==> config.mk <==
export PLATFORM = sky130hd
export DESIGN_NAME = pe_bus_arbiter_flat
export DESIGN_NICKNAME = d
export VERILOG_FILES = /design/src/rtl/pe_bus_arbiter_if.sv /design/src/rtl/pe_bus_arbiter.sv /design/src/flat_wrapper.sv
export SDC_FILE = /design/constraint.sdc
export NUM_CORES = 1
export LEC_CHECK = 0
export BUFFER_PORTS_ARGS = -buffer_cell sky130_fd_sc_hd__buf_2
export CAP_MARGIN = 40
export CORE_ASPECT_RATIO = 1.4
export CORE_MARGIN = 5
export CORE_UTILIZATION = 30
export DETAILED_ROUTE_END_ITERATION = 10
export GPL_TIMING_DRIVEN = 0
export SETUP_SLACK_MARGIN = 0.4
export SYNTH_ARGS = -nofsm -noshare
export SYNTH_HDL_FRONTEND = slang
export SYNTH_SLANG_ARGS = --single-unit
==> constraint.sdc <==
create_clock -name clk -period 2.18 [get_ports clk]
set_input_delay 0.436 -clock clk [delete_from_list [all_inputs] [get_ports clk]]
set_output_delay 0.436 -clock clk [all_outputs]
set_load 0.03 [all_outputs]
==> src/rtl/pe_bus_arbiter_if.sv <==
// Bus-arbitration signal bundle between the PE systems and pe_bus_arbiter.
// The slave modport is the arbiter side; the master modport is the PE/memory side.
interface pe_bus_arbiter_if #(
    parameter int unsigned NUM_PE = 4,
    parameter int unsigned ID_W   = 2
);
    logic [NUM_PE-1:0] bus_request;
    logic              mem_readBus;
    logic              mem_writeBus;
    logic              mem_ackBus;
    logic [NUM_PE-1:0] grant;
    logic              grant_valid;
    logic [ID_W-1:0]   grant_id;
    logic              tx_busy;
    logic              preempt;

    modport slave (
        input  bus_request, mem_readBus, mem_writeBus, mem_ackBus,
        output grant, grant_valid, grant_id, tx_busy, preempt
    );

    modport master (
        output bus_request, mem_readBus, mem_writeBus, mem_ackBus,
        input  grant, grant_valid, grant_id, tx_busy, preempt
    );
endinterface

==> src/rtl/pe_bus_arbiter.sv <==
// Round-robin owner arbitration for the shared global-memory/register bus.
// Ownership is held across an outstanding transaction and bounded by MAX_HOLD when others wait.
module pe_bus_arbiter #(
    parameter int unsigned NUM_PE   = 4,
    parameter int unsigned MAX_HOLD = 16,
    parameter int unsigned ID_W     = 2
) (
    input logic             clk,
    input logic             reset,
    pe_bus_arbiter_if.slave bus
);
    localparam int unsigned HC_W = $clog2(MAX_HOLD + 1);

    typedef enum logic [1:0] {
        ST_IDLE,
        ST_OWN,
        ST_TURN
    } state_t;

    state_t            r_state,    w_state;
    logic [NUM_PE-1:0] r_grant,    w_grant;
    logic [ID_W-1:0]   r_grant_id, w_grant_id;
    logic              r_tx_busy,  w_tx_busy;
    logic              r_preempt,  w_preempt;
    logic [ID_W-1:0]   r_rr_ptr,   w_rr_ptr;
    logic [HC_W-1:0]   r_hold_cnt, w_hold_cnt;

    logic              w_found;
    logic [ID_W-1:0]   w_pick;
    logic [ID_W-1:0]   w_idx;
    logic              w_strobe;
    logic              w_owner_req;
    logic              w_others_req;
    logic              w_release;
    logic              w_forced;

    // First requester at or above rr_ptr, wrapping past NUM_PE-1 back to 0.
    always_comb begin
        w_found = 1'b0;
        w_pick  = '0;
        w_idx   = r_rr_ptr;
        for (int unsigned off = 0; off < NUM_PE; off++) begin
            if (!w_found && bus.bus_request[w_idx]) begin
                w_found = 1'b1;
                w_pick  = w_idx;
            end
            w_idx = (w_idx == ID_W'(NUM_PE - 1)) ? '0 : w_idx + 1'b1;
        end
    end

    assign w_strobe     = bus.mem_readBus | bus.mem_writeBus;
    assign w_owner_req  = |(bus.bus_request & r_grant);
    assign w_others_req = |(bus.bus_request & ~r_grant);
    assign w_forced     = w_owner_req && (r_hold_cnt == HC_W'(MAX_HOLD)) && w_others_req;
    // Release only between transactions: nothing outstanding and no new strobe this cycle.
    assign w_release    = (r_state == ST_OWN) && !r_tx_busy && !w_strobe &&
                          (!w_owner_req || w_forced);

    always_comb begin
        w_state    = r_state;
        w_grant    = r_grant;
        w_grant_id = r_grant_id;
        w_tx_busy  = r_tx_busy;
        w_preempt  = 1'b0;
        w_rr_ptr   = r_rr_ptr;
        w_hold_cnt = r_hold_cnt;

        case (r_state)
            ST_IDLE: begin
                w_tx_busy = 1'b0;
                if (w_found) begin
                    w_grant    = NUM_PE'(1) << w_pick;
                    w_grant_id = w_pick;
                    w_hold_cnt = '0;
                    w_state    = ST_OWN;
                end
            end
            ST_OWN: begin
                if (bus.mem_ackBus) begin
                    w_tx_busy = 1'b0;
                end else if (w_strobe) begin
                    w_tx_busy = 1'b1;
                end
                if (r_hold_cnt != HC_W'(MAX_HOLD)) begin
                    w_hold_cnt = r_hold_cnt + HC_W'(1);
                end
                if (w_release) begin
                    w_state    = ST_TURN;
                    w_grant    = '0;
                    w_grant_id = '0;
                    w_tx_busy  = 1'b0;
                    w_preempt  = w_forced;
                    w_rr_ptr   = (r_grant_id == ID_W'(NUM_PE - 1)) ? '0 : r_grant_id + 1'b1;
                end
            end
            ST_TURN: begin
                w_state = ST_IDLE;
            end
            default: begin
                w_state    = ST_IDLE;
                w_grant    = '0;
                w_grant_id = '0;
                w_tx_busy  = 1'b0;
            end
        endcase
    end

    always_ff @(posedge clk) begin
        if (!reset) begin
            r_state    <= ST_IDLE;
            r_grant    <= '0;
            r_grant_id <= '0;
            r_tx_busy  <= 1'b0;
            r_preempt  <= 1'b0;
            r_rr_ptr   <= '0;
            r_hold_cnt <= '0;
        end else begin
            r_state    <= w_state;
            r_grant    <= w_grant;
            r_grant_id <= w_grant_id;
            r_tx_busy  <= w_tx_busy;
            r_preempt  <= w_preempt;
            r_rr_ptr   <= w_rr_ptr;
            r_hold_cnt <= w_hold_cnt;
        end
    end

    assign bus.grant       = r_grant;
    assign bus.grant_valid = |r_grant;
    assign bus.grant_id    = r_grant_id;
    assign bus.tx_busy     = r_tx_busy;
    assign bus.preempt     = r_preempt;

    a_grant_onehot0: assert property (@(posedge clk) $onehot0(r_grant));
    a_grant_stable_busy: assert property (@(posedge clk) (reset && r_tx_busy) |=> $stable(r_grant));

endmodule

==> src/flat_wrapper.sv <==
// flat-port wrapper written by rule: the top's interface ports become plain ports
module pe_bus_arbiter_flat 
#(
    parameter int unsigned NUM_PE   = 4,
    parameter int unsigned MAX_HOLD = 16,
    parameter int unsigned ID_W     = 2
)
  (clk, reset, bus_bus_request, bus_mem_readBus, bus_mem_writeBus, bus_mem_ackBus, bus_grant, bus_grant_valid, bus_grant_id, bus_tx_busy, bus_preempt);
  pe_bus_arbiter_if #(.NUM_PE(NUM_PE), .ID_W(ID_W)) bus_i ();
  input logic clk;
  input logic reset;
  input wire logic [$bits(bus_i.bus_request)-1:0] bus_bus_request;
  input wire logic [$bits(bus_i.mem_readBus)-1:0] bus_mem_readBus;
  input wire logic [$bits(bus_i.mem_writeBus)-1:0] bus_mem_writeBus;
  input wire logic [$bits(bus_i.mem_ackBus)-1:0] bus_mem_ackBus;
  output wire logic [$bits(bus_i.grant)-1:0] bus_grant;
  output wire logic [$bits(bus_i.grant_valid)-1:0] bus_grant_valid;
  output wire logic [$bits(bus_i.grant_id)-1:0] bus_grant_id;
  output wire logic [$bits(bus_i.tx_busy)-1:0] bus_tx_busy;
  output wire logic [$bits(bus_i.preempt)-1:0] bus_preempt;
  assign bus_i.bus_request = bus_bus_request;
  assign bus_i.mem_readBus = bus_mem_readBus;
  assign bus_i.mem_writeBus = bus_mem_writeBus;
  assign bus_i.mem_ackBus = bus_mem_ackBus;
  assign bus_grant = bus_i.grant;
  assign bus_grant_valid = bus_i.grant_valid;
  assign bus_grant_id = bus_i.grant_id;
  assign bus_tx_busy = bus_i.tx_busy;
  assign bus_preempt = bus_i.preempt;
  pe_bus_arbiter #(.NUM_PE(NUM_PE), .MAX_HOLD(MAX_HOLD), .ID_W(ID_W)) u_core (.clk(clk), .reset(reset), .bus(bus_i));
endmodule
# Yosys cells after proc, flatten, opt, wreduce, memory -nomap -nowiden
# Index checks and enable logic that the tools add are counted.
word_totals:
  regBits: 17
  latch_bits: 0
  ramBits: 0
  mem_bits_ro: 0
  in_bits: 9
  out_inout_bits: 9
  elab_cells: 96
  mem_count: 0
op_classes:
  add_sub_neg: 5
  mul: 0
  div: 0
  magnitude_cmp: 4
  n_eq_ne: 12
  n_shift: 1
  muxes: 36
  bitwise: 5
  reduce_logical: 26
op_table:
  columns: ["op", "count"]
  rows:
  - ["$mux 2", 12]
  - ["$lt 2x3->1 const B", 4]
  - ["$pmux 4 s3", 1]
  - ["$reduce_or 4->1", 3]
  - ["$mux 1", 11]
  - ["$eq 2x2->1 const B", 5]
  - ["$mux 5", 2]
  - ["$pmux 5 s2", 1]
  - ["$reduce_and 3->1", 3]
  - ["$add 2x1->2 const B", 4]
  - ["$and 4x4->4", 2]
  - ["$bmux 1 s2", 4]
  - ["$logic_and 1x1->1", 8]
  - ["$mux 4", 2]
  - ["$logic_not 1->1", 6]
  - ["$pmux 2 s3", 1]
  - ["$reduce_and 2->1", 3]
  - ["$add 5x1->5 const B", 1]
  - ["$eq 5x5->1 const B", 1]
  - ["$ne 5x5->1 const B", 1]
  - ["$ne 2x1->1 const B", 2]
  - ["$ne 4x2->1 const B", 1]
  - ["$not 4->4", 1]
  - ["$pmux 2 s2", 1]
  - ["other kinds (9)", 9]

# Logic depth before layout (Yosys ltp)
# Gate-level depths: netlist of the first run.
depth:
  depth_word: 15
  depth_mapped: 8
  depth_no_buf: 8

# Worst setup path before layout of the first run
# Ideal clock, no wire load.
synth_timing:
  kind: "register to register"
  start: "register u_core.r_rr_ptr[0]"
  end: "register u_core.r_grant[2] (netlist: u_core.bus.grant[2])"
  setup_time_ns: 0.075
  t_arrival_ns: 2.057
  t_required_ns: 2.105
  slack_ns: 0.048
  stages_incl_launch_ff: 9
  n_path_buf: 1
  synth_period_minus_slack_ns: 2.132
  path_cell_list: "dfxtp_1 -> ha_1 -> buf_6 -> mux2_1 -> nand3_1 -> o21ai_0 -> a32o_1 -> or3_4 -> o22ai_2"
synth_between:
  elab_chain_len: 15
  word_cells_on_any_way: 36
  classes_between: "add/sub (3); eq/ne (4); shift (1); mux (21); reduce/logical (7)"
synth_rtl:
  columns: ["item", "line_no", "text"]
  rows:
  - ["from (decl)", "pe_bus_arbiter.sv:25", "logic [ID_W-1:0] r_rr_ptr, w_rr_ptr;"]
  - ["from (signal assigned)", "pe_bus_arbiter.sv:123", "r_rr_ptr <= w_rr_ptr;"]
  - ["parallel branches: the longest is 15 deep, another holds $add 2x1->2", null, null]
  - ["to (signal assigned)", "pe_bus_arbiter.sv:119", "r_grant <= w_grant;"]
  - ["to (decl)", "pe_bus_arbiter.sv:21", "logic [NUM_PE-1:0] r_grant, w_grant;"]
# Parallel ways; which one is timed is not known. The select of a mux whose other input is x is not followed.
# A chain may end at the register's enable or synchronous reset.

# Final worst setup path of the first run
layout_timing:
  start: "register u_core.r_rr_ptr[1]"
  end: "register u_core.r_grant[2] (netlist: u_core.bus.grant[2])"
# The elaborated chain is that of the path after synthesis.

==> impl_summary.log, run 1 <==
[metrics] status: complete, no violations
[metrics] final-report hold violation count: 0
[metrics] XOR/XNOR share of the synthesized area: 0.719%
[metrics] Syn Nets: 161
[metrics] post-synthesis cell type with the largest combined area: sky130_fd_sc_hd__dfxtp_1
[metrics] Avg Cell Area, Syn: 8.23 µm²
[metrics] clock tree buffer depth: 2
[metrics] global-route total usage across every layer: 12.0%
[metrics] fraction of synthesis flops using an asynchronous set or reset pin: 0%
[metrics] critical-path cell with the highest stage delay: sky130_fd_sc_hd__or3_4
[metrics] number of vias after detailed routing: 1182
[metrics] per-cell routed wire length: 14.7 µm
[metrics] TritonCTS clock tree: built
[metrics] fill count: 405
[metrics] Register Area: 344 µm²
[metrics] number of enable-type register cells in the synthesized netlist: 0
[metrics] Final Cell Area: 1550 µm²
[metrics] number of DRC markers after the initial detailed-route iteration: 95
[metrics] number of antenna violations at the first check in global routing: 0
[metrics] y dimension of the die: 85.4 µm
[metrics] total net switching power: 0.000308 W
[metrics] buffer cell driving the clock tree root: sky130_fd_sc_hd__clkbuf_8
[metrics] vias in the first global route: 1165
[metrics] Switching Fraction: 34.3%
[metrics] largest driver fanout on the critical path: 6
[metrics] synth cell count leaders: sky130_fd_sc_hd__dfxtp_1 (17), sky130_fd_sc_hd__nand2_1 (17), sky130_fd_sc_hd__o21ai_0 (10)
[metrics] Residual DRC: 0
[metrics] Reg power frac: 38.8%
[metrics] utilization after layout: 39.7%
[metrics] dominant combinational cell family by area after synthesis: compound AO/OA/AOI/OAI gates
[metrics] share of synthesized area occupied by flip-flops and latches: 28.0%
[metrics] Max Clock Freq: 483 MHz
[metrics] pin count of the biggest net entering global routing: 11
[metrics] part of the total power dissipated in the clock network: 26.7%
[metrics] data arrival time of the critical path: 2.26 ns
[metrics] area occupied by multi-input gates: 891 µm²
[metrics] Cell Pwr Density: 578 nW/µm²
[metrics] Compound-Gate Fraction of Synth Area: 28.6%
[metrics] clock latency at the later pin of the worst-skew pair: 0.26 ns
[metrics] TritonCTS sink count: 17
[metrics] internal power: 0.000590 W
[metrics] crit start category: register
[metrics] number of nets in the final layout: 185
[metrics] initial cell density of the core: 31.1%
[metrics] post-synthesis simple-gate area fraction: 20.9%
[metrics] library cells used by synthesis: 47
[metrics] share of synthesized area spent on multiplexers: 10.4%
[metrics] post-DP HPWL: 2290 µm
[metrics] IO Count: 18
[metrics] post-synthesis instance area: 1220 µm²
[metrics] Synth top area share: 28.0%
[metrics] Area contributors post-synth: sky130_fd_sc_hd__dfxtp_1 (28%), sky130_fd_sc_hd__mux2i_1 (5.8%), sky130_fd_sc_hd__nand2_1 (5.2%)
[metrics] post-synthesis instance total: 148
[metrics] # hold bufs at CTS: 0
[metrics] final cycle utilization of the critical path: 95.0%
[metrics] final setup violation count: 0
[metrics] total grt overflow: 0
[metrics] fraction of layout instances using a drive strength above 1: 33.3%
[metrics] Worst EP required: 2.37 ns
[metrics] maximum vdd drop: 0.446 mV
[metrics] Die Wd: 63.8 µm
[metrics] standard-cell row count: 27
[metrics] Maximum Capacitance Violations: 0
[metrics] Synth-to-Final Area Change: 27.6%
[metrics] Post-Route Skew: 0.00202 ns
[metrics] worst reg2reg path depth: 8
[metrics] Worst slew margin: 69.8%
[metrics] CP peak stage delay: 0.38 ns
[metrics] DRT Wirelength: 3140 µm
[metrics] number of routed nets with antenna violations: 0
[metrics] Cell Chain, Critical Path: ha_4 -> buf_8 -> mux2_4 -> nand3_2 -> o21ai_1 -> a32o_2 -> or3_4 -> o22ai_2
[metrics] final-layout setup total negative slack: 0 ns
[metrics] clock period minus worst slack: 2.07 ns
[metrics] via/cell ratio: 5.52
[metrics] fraction of power consumed by combinational cells: 34.5%
[metrics] number of warnings reported in the yosys synthesis log: 0
[metrics] first-pass GRT wire length: 5460 µm
[metrics] clock-pin slew of the registers on the worst-case setup and hold paths: 0.06 ns
[metrics] weighted congestion reported at the end of routability-driven placement: 0.767
[metrics] Max Transition Viols Final: 0
[metrics] slew at the pin with the worst max-slew slack: 0.453 ns
[metrics] CTS buffer count: 3
[metrics] placement-stage cell area: 1390 µm²
[metrics] # port buffers: 15
[metrics] H-tree levels: 1
[metrics] dominant register cell in the synthesized netlist: sky130_fd_sc_hd__dfxtp_1
[metrics] antenna cell count: 0
[metrics] class of the most critical hold timing path: in2reg
[metrics] Worst Setup End Kind: register
[metrics] Leakage Power: 0.585 nW
[metrics] critical path class: reg2reg
[metrics] adder-cell share of the synthesized area: 4.11%
[metrics] first-pass detailed-route iteration total: 4
[metrics] RSZ-0062 raised after global routing: yes
[metrics] worst hold path depth: 3
[metrics] area of the die: 5450 µm²
[metrics] core box area: 3920 µm²
[metrics] Seq cells post-synth: 17
-- metal layers --
metal	GRT usage (%)	routed length, µm	up-vias
met5	0	0	-
li1	-	-	589
met2	21.4	1600	26
met1	14.5	1400	562
met3	1.85	101	5
met4	3.78	40	0
-- power groups by stage --
stage               Sequential [W]  Combinational (W)  Clock, W
global route              0.000351           0.000338  0.000258
finish                    0.000349           0.000310  0.000240
floorplan                 0.000372           0.000185         0
global placement          0.000354           0.000267         0
detailed placement        0.000355           0.000267         0
CTS                       0.000348           0.000293  0.000245
-- final cells by class --
cell class | instances | share of cell area [%]
flip-flops and latches | 17 | 22.1
inverters | 8 | 1.93
plain buffers | 9 | 4.99
multi-input cells | 114 | 57.3
well taps | 43 | 3.46
clock buffers | 4 | 2.90
repair buffers | 19 | 7.25
-- through the flow --
stage | hold slack (ns) | setup WS [ns] | power, W | cells
final | 0.489 | 0.109 | 0.000898 | 214
after global routing | 0.509 | 0.0305 | 0.000946 | 214
after CTS | 0.479 | 0.118 | 0.000886 | 213
after detailed placement | 0.500 | -0.0650 | 0.000621 | 206
after global placement | 0.476 | -0.0665 | 0.000621 | 206
after floorplan | 0.453 | 0.212 | 0.000557 | 148
-- worst max-delay path, delay by kind of cell, from the launching register on --
family	cells	cell delay [ns]
AND/OR/NAND/NOR	2	0.45
AO/OA/AOI/OAI	3	0.45
flip-flops	1	0.34
adder cells (fa/ha/maj)	1	0.32
multiplexers	1	0.31
buffers and inverters	1	0.13
-- repair_timing --
action / in CTS / in global routing
setup endpoints to repair: 16 / 16
setup buffers: 3 / 1
pin swaps: 5 / 3
gates resized for setup: 8 / 14
-- logic make-up after synthesis --
group / count (synthesis)
and+or+nand+nor: 50
AOI/OAI and AO/OA: 48
buffers and inverters: 17
DFF: 17
muxes: 11
adders and majority gates: 4
xor gates and xnor gates: 1
-- final timing paths --
kind         slack [ns]            startpoint                      to
min                0.49                 reset  u_core.bus.grant_id[0]
max reg2reg        0.11    u_core.r_rr_ptr[1]     u_core.bus.grant[2]
min reg2reg        0.51  u_core.r_hold_cnt[0]    u_core.r_hold_cnt[0]
max                0.11    u_core.r_rr_ptr[1]     u_core.bus.grant[2]
-- state kept, by name, indices dropped and copies added, names as in the netlist --
signal               cells
u_core.bus.tx_busy       1
u_core.bus.grant_id      2
u_core.r_hold_cnt        5
u_core.bus.grant         4
u_core.r_rr_ptr          2
u_core.r_state           2
u_core.bus.preempt       1
-- placed cells by master (no fill, tap or decap), drive strengths merged --
cell type / count
a21o: 1
a2111o: 1
nor2b: 3
mux2i: 7
or3: 4
nand3: 3
and4b: 1
nand2b: 3
a32oi: 1
xnor2: 1
buf: 25
o2bb2ai: 1
a32o: 2
a221oi: 2
a31oi: 1
mux2: 3
mux4: 1
inv: 8
nor3: 5
a21oi: 8
clkbuf: 7
and2: 2
a22oi: 3
o22ai: 6
or4: 1
o21ai: 12
ha: 4
o21bai: 2
a211oi: 1
a21boi: 3
dfxtp: 17
and4bb: 1
nand2: 17
o31ai: 2
nor2: 9
nand4: 1
o2111ai: 1
a22o: 1
(Power assumes the default switching activity.)
==> run 2: changes to the inputs <==
RECOVER_POWER = 25   (was default)
==> impl_summary.log, run 2 (synthesis results as in run 1) <==
[metrics] filler-free cell count of the finished design: 214 (unchanged)
[metrics] pin count of the biggest net entering global routing: 11 (unchanged)
[metrics] fraction of layout instances using a drive strength above 1: 29.8% (-3.5 points)
[metrics] post-DP HPWL: 2290 µm (unchanged)
[metrics] slew at the pin with the worst max-slew slack: 0.467 ns (+0.0140 ns)
[metrics] clock latency at the later pin of the worst-skew pair: 0.26 ns (about the same)
[metrics] worst flop-to-flop path endpoint: u_core.bus.grant[2]
[metrics] Residual DRC: 0 (unchanged)
[metrics] HP Start: reset
[metrics] GRT met3 Usage: 1.85% (unchanged)
[metrics] Max Clock Freq: 483 MHz (unchanged)
[metrics] GRT met1 Usage: 14.5% (unchanged)
[metrics] final-report hold violation count: 0 (unchanged)
[metrics] number of antenna violations at the first check in global routing: 0 (unchanged)
[metrics] core box area: 3920 µm² (unchanged)
[metrics] # hold bufs at CTS: 0 (unchanged)
[metrics] clock period minus worst slack: 2.07 ns (+0.00000200 ns)
[metrics] GRT met2 Usage: 21.4% (unchanged)
[metrics] worst reg2reg path depth: 8 (unchanged)
[metrics] number of nets in the final layout: 185 (unchanged)
[metrics] Most flops, register: u_core.r_hold_cnt
[metrics] slack of the critical path: 0.109 ns (-0.00000200 ns)
[metrics] buffer cell driving the clock tree root: sky130_fd_sc_hd__clkbuf_8
[metrics] Worst slew margin: 68.8% (-0.94 points)
[metrics] area of the die: 5450 µm² (unchanged)
[metrics] minimum setup slack among reg-to-reg paths: 0.11 ns (about the same)
[metrics] area occupied by multi-input gates: 891 µm² (unchanged)
[metrics] Worst EP required: 2.37 ns (about the same)
[metrics] H-tree levels: 1 (unchanged)
[metrics] # port buffers: 15 (unchanged)
[metrics] TritonCTS clock tree: built
[metrics] vias in the first global route: 1165 (unchanged)
[metrics] utilization after layout: 39.5% (-0.19 points)
[metrics] Worst Setup End Kind: register
[metrics] CTS buffer count: 3 (unchanged)
[metrics] part of the total power dissipated in the clock network: 26.8% (about the same)
[metrics] final-layout setup total negative slack: 0 ns (unchanged)
[metrics] TritonCTS sink count: 17 (unchanged)
[metrics] IO Count: 18 (unchanged)
[metrics] status: complete, no violations
[metrics] Post-Route Skew: 0.00202 ns (+0.00000175 ns)
[metrics] DRT Wirelength: 3150 µm (+0.19%)
[metrics] largest driver fanout on the critical path: 6 (unchanged)
[metrics] internal power: 0.000588 W (-0.36%)
[metrics] Switching Fraction: 34.4% (+0.11 points)
[metrics] Die Wd: 63.8 µm (unchanged)
[metrics] Maximum Capacitance Violations: 0 (unchanged)
[metrics] Max Transition Viols Final: 0 (unchanged)
[metrics] initial cell density of the core: 31.1% (unchanged)
[metrics] worst hold path depth: 3 (unchanged)
[metrics] most common cell after layout, fill and taps aside: sky130_fd_sc_hd__nand2_1
[metrics] Reg power frac: 38.9% (about the same)
[metrics] flip-flop count of the largest register after layout: 5 (unchanged)
[metrics] Cell Pwr Density: 579 nW/µm² (+0.29%)
[metrics] standard-cell row count: 27 (unchanged)
[metrics] clock tree buffer depth: 2 (unchanged)
[metrics] final setup violation count: 0 (unchanged)
[metrics] maximum vdd drop: 0.446 mV (about the same)
[metrics] fraction of power consumed by combinational cells: 34.3% (-0.2 points)
[metrics] critical path class: reg2reg
[metrics] most frequent cells in the layout: sky130_fd_sc_hd__nand2_1 (17), sky130_fd_sc_hd__dfxtp_1 (14), sky130_fd_sc_hd__buf_2 (10)
[metrics] overall power of the completed layout: 0.000896 W (-0.20%)
[metrics] number of routed nets with antenna violations: 0 (unchanged)
[metrics] Cells after DPL: 206 (unchanged)
[metrics] Hold Path End: u_core.bus.grant_id[0]
[metrics] final cycle utilization of the critical path: 95.0% (about the same)
[metrics] total net switching power: 0.000308 W (+0.11%)
[metrics] first-pass GRT wire length: 5460 µm (unchanged)
[metrics] data arrival time of the critical path: 2.26 ns (about the same)
[metrics] first-pass detailed-route iteration total: 4 (unchanged)
[metrics] post-placement setup slack: -0.0650 ns (unchanged)
[metrics] class of the most critical hold timing path: in2reg
[metrics] Leakage Power: 0.561 nW (-4.1%)
[metrics] y dimension of the die: 85.4 µm (unchanged)
[metrics] number of vias after detailed routing: 1182 (unchanged)
[metrics] per-cell routed wire length: 14.7 µm (+0.19%)
[metrics] fill count: 405 (unchanged)
[metrics] global route hottest layer: met2
[metrics] total grt overflow: 0 (unchanged)
[metrics] via/cell ratio: 5.52 (unchanged)
[metrics] r2r startpoint: u_core.r_rr_ptr[1]
[metrics] global-route total usage across every layer: 12.0% (unchanged)
[metrics] clock-pin slew of the registers on the worst-case setup and hold paths: 0.06 ns (about the same)
[metrics] Synth-to-Final Area Change: 27.0%
[metrics] RSZ-0062 raised after global routing: yes
[metrics] crit start category: register
[metrics] antenna cell count: 0 (unchanged)
[metrics] Register Area: 344 µm² (unchanged)
[metrics] weighted congestion reported at the end of routability-driven placement: 0.767 (unchanged)
[metrics] number of DRC markers after the initial detailed-route iteration: 95 (unchanged)
==> run 2: worst max-delay path, stage by stage (launching register included) <==
cell	delay (ns)
sky130_fd_sc_hd__dfxtp_2	0.34
sky130_fd_sc_hd__ha_4	0.32
sky130_fd_sc_hd__buf_8	0.13
sky130_fd_sc_hd__mux2_4	0.31
sky130_fd_sc_hd__nand3_2	0.07
sky130_fd_sc_hd__o21ai_1	0.06
sky130_fd_sc_hd__a32o_2	0.25
sky130_fd_sc_hd__or3_4	0.38
sky130_fd_sc_hd__o22ai_2	0.14
==> run 2: power groups by stage <==
stage	logic, W	registers (W)	clock network, W
3_5_place_dp	0.000267	0.000355	0
6_report	0.000307	0.000349	0.000240
3_3_place_gp	0.000267	0.000354	0
2_1_floorplan	0.000185	0.000372	0
4_1_cts	0.000293	0.000348	0.000245
5_1_grt	0.000336	0.000351	0.000258
==> run 2: metrics by stage <==
step	hold slack (ns)	cell area, µm²
finish	0.489	1550
detailed placement	0.500	1390
global route	0.509	1550
floorplan	0.453	1260
global placement	0.476	1390
CTS	0.479	1500
==> run 2: metal layers <==
layer,wire (µm),up-vias
met5,0,-
met4,40,0
met3,102,5
met2,1600,26
met1,1410,562
li1,-,589
==> run 2: timing repair <==
item,4_1_cts,5_1_grt
setup endpoints to repair,16,16
hold endpoints to repair,0,0
resized for setup,8,14
pin swaps,5,3
buffers inserted,3,1
==> run 2: final cells by class <==
type / instances / share of cell area (%)
flip-flops and latches: 17 / 22.2
multi-input cells: 114 / 57.6
inverters: 8 / 1.94
plain buffers: 9 / 4.94
clock buffers: 4 / 2.91
repair buffers: 19 / 6.88
well taps: 43 / 3.48
==> run 2: how the worst max path moves through the flow <==
stage | startpoint | end | slack [ns] | cells after the start
after floorplan | u_core.r_rr_ptr[0] | u_core.bus.grant[2] | 0.21 | 8
after global placement | u_core.r_rr_ptr[0] | u_core.r_hold_cnt[3] | -0.07 | 7
after detailed placement | u_core.r_rr_ptr[0] | u_core.r_hold_cnt[3] | -0.06 | 7
after CTS | u_core.r_rr_ptr[0] | u_core.r_hold_cnt[2] | 0.12 | 7
after global routing | u_core.r_rr_ptr[1] | u_core.r_hold_cnt[1] | 0.01 | 9
final | u_core.r_rr_ptr[1] | u_core.bus.grant[2] | 0.11 | 8
